**config.mk**
```make
export PLATFORM = sky130hd
export DESIGN_NAME = dmem_arbiter
export DESIGN_NICKNAME = d
export VERILOG_FILES = /design/src/rtl/dmem_arb_pkg.sv /design/src/rtl/dmem_arbiter_load_ext.sv /design/src/rtl/dmem_arbiter.sv
export SDC_FILE = /design/constraint.sdc
export NUM_CORES = 1
export LEC_CHECK = 0
export ABC_CLOCK_PERIOD_IN_PS = 2600
export CAP_MARGIN = 5
export CORE_MARGIN = 5
export CORE_UTILIZATION = 43
export DETAILED_ROUTE_END_ITERATION = 10
export PLACE_DENSITY_LB_ADDON = 0.15
export SLEW_MARGIN = 25
export SYNTH_ARGS = -nofsm -noshare
export SYNTH_HDL_FRONTEND = slang
export SYNTH_SLANG_ARGS = --single-unit
```
**constraint.sdc**
```tcl
create_clock -name i_clk -period 2.6 [get_ports i_clk]
set_clock_uncertainty 0.1 [all_clocks]
set_input_delay 0.65 -clock i_clk [delete_from_list [all_inputs] [get_ports i_clk]]
set_output_delay 0.65 -clock i_clk [all_outputs]
set_load 0.005 [all_outputs]
```
**src/rtl/dmem_arb_pkg.sv**
```systemverilog
// dmem_arbiter shared types: FSM states, access sizes, byte masks,
// master indices and small access-decoding helpers.
package dmem_arb_pkg;

  typedef enum logic [0:0] {
    IDLE   = 1'b0,
    ACCESS = 1'b1
  } state_e;

  typedef enum logic [1:0] {
    SZ_BYTE = 2'b00,
    SZ_HALF = 2'b01,
    SZ_WORD = 2'b10
  } size_e;

  localparam logic [3:0] BM_WORD = 4'b1111;
  localparam logic [3:0] BM_HALF = 4'b0011;
  localparam logic [3:0] BM_BYTE = 4'b0001;

  localparam int unsigned M_CORE = 0;
  localparam int unsigned M_DMA  = 1;

  // Size 11 is never legal; half needs even, word needs 4-byte alignment.
  function automatic logic is_misaligned(
    input logic [1:0] sz,
    input logic [1:0] off
  );
    logic m;
    m = 1'b1;
    unique case (1'b1)
      (sz == SZ_BYTE): m = 1'b0;
      (sz == SZ_HALF): m = off[0];
      (sz == SZ_WORD): m = |off;
      default:         m = 1'b1;
    endcase
    return m;
  endfunction

  function automatic logic [3:0] bmask_of(
    input logic [1:0] sz
  );
    logic [3:0] bm;
    bm = BM_WORD;
    unique case (1'b1)
      (sz == SZ_BYTE): bm = BM_BYTE;
      (sz == SZ_HALF): bm = BM_HALF;
      default:         bm = BM_WORD;
    endcase
    return bm;
  endfunction

endpackage

```
**src/rtl/dmem_arbiter_load_ext.sv**
```systemverilog
// dmem_load_ext: sign/zero extension of right-aligned
// memory read data according to access size.
module dmem_load_ext
  import dmem_arb_pkg::*;
#(
  parameter int DW = 32
) (
  input  logic [1:0]    i_size,
  input  logic          i_unsigned,
  input  logic [DW-1:0] i_data,
  output logic [DW-1:0] o_data
);

  logic w_sb;
  logic w_sh;

  assign w_sb = ~i_unsigned & i_data[7];
  assign w_sh = ~i_unsigned & i_data[15];

  // widen byte/half loads, pass words through
  always_comb begin
    o_data = i_data;
    unique case (1'b1)
      (i_size == SZ_BYTE):
        o_data = {{(DW-8){w_sb}}, i_data[7:0]};
      (i_size == SZ_HALF):
        o_data = {{(DW-16){w_sh}}, i_data[15:0]};
      default:
        o_data = i_data;
    endcase
  end

endmodule

```
**src/rtl/dmem_arbiter.sv**
```systemverilog
// dmem_arbiter: two-master data memory arbiter and access sequencer.
// Define DMEM_ARB_RR_EN for round-robin; otherwise the core has priority.
module dmem_arbiter
  import dmem_arb_pkg::*;
#(
  parameter int AW = 11,
  parameter int DW = 32
) (
  input  logic                i_clk,
  input  logic                i_reset_n,
  input  logic [1:0]          i_req,
  input  logic [1:0]          i_we,
  input  logic [1:0][1:0]     i_size,
  input  logic [1:0]          i_unsigned,
  input  logic [1:0][AW-1:0]  i_addr,
  input  logic [1:0][DW-1:0]  i_wdata,
  output logic [1:0]          o_gnt,
  output logic [1:0]          o_rvalid,
  output logic [DW-1:0]       o_rdata,
  output logic                o_err,
  output logic [AW-1:0]       o_mem_addr,
  output logic [DW-1:0]       o_mem_wdata,
  output logic [3:0]          o_mem_bmask,
  output logic                o_mem_wren,
  input  logic [DW-1:0]       i_mem_rdata
);

  state_e         r_state;
  logic           r_win;
  logic           r_we;
  logic [1:0]     r_size;
  logic           r_uns;
  logic [AW-1:0]  r_addr;
  logic [DW-1:0]  r_wdata;
  logic           r_mis;
  logic [1:0]     r_rvalid;
  logic [DW-1:0]  r_rdata;
  logic           r_err;

  logic           w_idle;
  logic           w_acc;
  logic           w_take;
  logic           w_win;
  logic           w_wr;
  logic [DW-1:0]  w_ext;

  assign w_idle = (r_state == IDLE);
  assign w_acc  = (r_state == ACCESS);
  // gated by reset so no grant is shown while the block is held in reset
  assign w_take = w_idle & (|i_req) & i_reset_n;

`ifdef DMEM_ARB_RR_EN
  logic r_last;

  // lone requester wins; on a tie the master not granted last wins
  always_comb begin
    w_win = 1'b0;
    unique case (1'b1)
      (i_req == 2'b01): w_win = 1'b0;
      (i_req == 2'b10): w_win = 1'b1;
      (i_req == 2'b11): w_win = ~r_last;
      default:          w_win = 1'b0;
    endcase
  end

  // last-grant pointer; reset value lets the core win the first tie
  always_ff @(posedge i_clk or negedge i_reset_n) begin
    if (!i_reset_n) begin
      r_last <= 1'b1;
    end else if (w_take) begin
      r_last <= w_win;
    end
  end
`else
  // fixed priority: the DMA wins only while the core is silent
  assign w_win = ~i_req[M_CORE];
`endif

  assign o_gnt = w_take ? (w_win ? 2'b10 : 2'b01) : 2'b00;

  // two-state sequencer: grant in IDLE, one memory cycle in ACCESS
  always_ff @(posedge i_clk or negedge i_reset_n) begin
    if (!i_reset_n) begin
      r_state <= IDLE;
    end else if (w_take) begin
      r_state <= ACCESS;
    end else if (w_acc) begin
      r_state <= IDLE;
    end
  end

  // capture the winner's request so it may change it from the next cycle
  always_ff @(posedge i_clk or negedge i_reset_n) begin
    if (!i_reset_n) begin
      r_win   <= 1'b0;
      r_we    <= 1'b0;
      r_size  <= SZ_WORD;
      r_uns   <= 1'b0;
      r_addr  <= '0;
      r_wdata <= '0;
      r_mis   <= 1'b0;
    end else if (w_take) begin
      r_win   <= w_win;
      r_we    <= i_we[w_win];
      r_size  <= i_size[w_win];
      r_uns   <= i_unsigned[w_win];
      r_addr  <= i_addr[w_win];
      r_wdata <= i_wdata[w_win];
      r_mis   <= is_misaligned(i_size[w_win],
                               i_addr[w_win][1:0]);
    end
  end

  dmem_load_ext #(
    .DW (DW)
  ) u_ext (
    .i_size     (r_size),
    .i_unsigned (r_uns),
    .i_data     (i_mem_rdata),
    .o_data     (w_ext)
  );

  // respond to the access winner one cycle after the memory cycle
  always_ff @(posedge i_clk or negedge i_reset_n) begin
    if (!i_reset_n) begin
      r_rvalid <= 2'b00;
      r_rdata  <= '0;
      r_err    <= 1'b0;
    end else if (w_acc) begin
      r_rvalid <= r_win ? 2'b10 : 2'b01;
      r_err    <= r_mis;
      r_rdata  <= (r_mis | r_we) ? '0 : w_ext;
    end else begin
      r_rvalid <= 2'b00;
    end
  end

  assign o_rvalid = r_rvalid;
  assign o_rdata  = r_rdata;
  assign o_err    = r_err;

  // async reset clears r_state, so a write in flight drops at once
  assign w_wr        = w_acc & r_we & ~r_mis;
  assign o_mem_wren  = w_wr;
  assign o_mem_addr  = w_acc ? r_addr : '0;
  assign o_mem_wdata = w_acc ? r_wdata : '0;
  assign o_mem_bmask = w_acc ? bmask_of(r_size) : BM_WORD;

endmodule

```
==> impl_metrics.tcl <==
set metrics [dict create \
    insertion_delay_ns 0.35 \
    synth-edff-count 0 \
    synthSimpleGateAreaFrac 0.1803 \
    grt_pass1_vias 4229 \
    vias 4031 \
    arrival_ns 1.78 \
    syn_area_um2 4227 \
    routed_via_density 5.447 \
    layout_common_cells "clkdlybuf4s50_1, dfrtp_1, o21ai_0, and2_1, nor4b_1" \
    tritoncts "built" \
    drtIter0Drc 217 \
    drv_cap 0 \
    synth_cell_types 28 \
    ys_warn_count 0 \
    worst_pin_slew_ns 0.6866 \
    critPathRequiredTime_ns 1.85 \
    antenna_cells 0 \
    total_power_mw 3.919 \
    grt_first_pass_wirelength_um 21310 \
    grt_max_degree 55 \
    leakage_nw 2.675 \
    rows 36 \
    die_area_um2 11910 \
    numCtsBuffers 9 \
    synth_fp_nets 532 \
    async_flop_share 1.000 \
    critPathLaunchType "input pin" \
    grt_use_total 0.2299 \
    synth_compound_area_frac 0.2114 \
    powerDensity_nw_per_um2 583.4 \
    setup_viol 0 \
    yosys.area.top_type "dfrtp_1" \
    antenna_found_initial 0 \
    drive_above_1_share 0.07908 \
    ys_seq_elements 85 \
    ant_nets 0 \
    layout.nets 732 \
    rr_worst_depth 4 \
    synth_ff_type "dfrtp_1" \
    crit_type "input pin to output pin" \
    yosysTopAreaCellShare 0.4973 \
    wl_um 13930 \
    syn_avg_cell_area_um2 10.51 \
    hp-class "input pin to asynchronous set/reset pin" \
    ios 215 \
    synth_adder_area_share 0 \
    start_util 0.4364 \
    design_area_um2 6718 \
    synthCells 402 \
    design.core.area_um2 9684 \
    drt_first_pass_iters 4 \
    slew_violations 0 \
    hpwl_um 9523 \
    overflow 0 \
    clk_pin_slew_ns 0.08 \
    die_x_um 109.1 \
    synth.area.top_cells "dfrtp_1, a221o_1, nor4b_1" \
    clock_path_buffers 2 \
    drc 0 \
    wire_per_inst_um 18.82 \
    layout_commonest_cell "clkdlybuf4s50_1" \
    r2r-end "r_addr[2]" \
    grt_setup_unrepaired "no" \
    cts.sinks 85 \
    post-route-period-util 0.9721 \
    die_h_um 109.1 \
    io_buffers 213 \
    ir_drop_mv 0.2402 \
    cts_root_buf "clkbuf_8" \
    area_growth_pct 58.94 \
    synth_top_family_by_area "compound AO/OA/AOI/OAI gates" \
    ys_seq_area_frac 0.5036 \
    worstPathMaxFanout 14 \
    status "completed" \
    r2r_setup_slack_ns 0.73 \
    fmax_mhz 395.6 \
    crit_path_end_kind "output pin" \
    synth_xor_area_frac 0 \
    slew_headroom 0.5423 \
    timing.final.hold_violations 0 \
    timing.rr.start "r_state" \
    min_period_ns 2.527 \
    place_area_um2 6432 \
    cts_htree_levels 3 \
    routabilityCongestion 0.7711 \
    synth_mux_area_frac 0.01451 \
]
layout make-up:
type	instances	area [µm²]
flip-flops and latches	85	2130
repair buffers	234	2332
fillers	781	2967
well taps	133	166.4
clock inverters	4	72.57
inverters	35	131.4
clock buffers	12	145.1
multi-input cells	237	1740
per-layer routing:
metal,vias to the layer above,track usage,part of all wire
li1,1866,-,-
met1,1974,0.2765,0.40
met2,165,0.3921,0.50
met3,26,0.06157,0.082
met4,0,0.08837,0.022
met5,-,0,0
critical path, cell delays in order:
cell             delay, ns
buf_2                 0.12
buf_4                 0.21
inv_1                 0.14
nor2_4                0.13
clkdlybuf4s50_1       0.52
cell families (layout without fill, tap and decap cells):
logic type / Yosys count / in the layout
flops: 85 / 85
other cells: 1 / 1
simple gates: 107 / 107
buf+inv: 80 / 285
compound gates: 123 / 123
mux: 6 / 6
cells in the mapped netlist (3+ instances only):
cell type	number
a221o_1	43
and2_1	44
buf_2	8
buf_6	8
clkbuf_1	27
dfrtp_1	84
inv_1	35
mux2i_1	5
nand2_1	9
nor2_1	3
nor4b_1	44
o21a_1	9
o21ai_0	51
o22ai_1	16
timing repair:
action	CTS	global route
setup endpoints to repair	2	2
hold buffers	0	0
setup buffers	1	1
cloned	1	1
gates resized for setup	2	1
power by group:
part / switching (mW) / internal, mW / total [mW]
clock: 0.471 / 0.567 / 1.04
combinational: 0.449 / 0.724 / 1.17
sequential: 0.139 / 1.57 / 1.71
total: 1.06 / 2.86 / 3.92
worst max path at each step:
stage / start / endpoint / slack, ns / cells after the start
4_1_cts: i_req[1] / o_gnt[1] / 0.005 / 5
6_report: i_req[0] / o_gnt[0] / 0.07 / 5
2_1_floorplan: i_req[0] / o_gnt[1] / 0.41 / 6
3_3_place_gp: i_req[1] / o_gnt[1] / -0.29 / 5
3_5_place_dp: i_req[1] / o_gnt[1] / -0.29 / 5
5_1_grt: r_state / o_mem_bmask[1] / 0.009 / 4
state kept, by name (all words and copies together) (netlist names):
| name | flops |
|---|---|
| r_addr | 11 |
| o_err | 1 |
| r_win | 1 |
| o_rdata | 32 |
| r_wdata | 32 |
| r_state | 1 |
| r_mis | 1 |
| r_we | 1 |
| r_uns | 1 |
| o_rvalid | 2 |
| r_size | 2 |
per-stage QoR:
| stage | util | TNS [ns] | cells | setup slack (ns) | hold WS, ns |
|---|---|---|---|---|---|
| finish | 0.6937 | 0 | 740 | 0.07250 | 0.2632 |
| global placement | 0.6642 | -0.2883 | 720 | -0.2883 | 0.3236 |
| CTS | 0.6908 | 0 | 738 | 0.005121 | 0.2719 |
| global route | 0.6937 | 0 | 740 | 0.009121 | 0.2987 |
| floorplan | - | 0 | 402 | 0.4145 | 0.2544 |
| detailed placement | 0.6642 | -0.2902 | 720 | -0.2902 | 0.3491 |
Note: power is estimated with default switching activity, not from simulation.
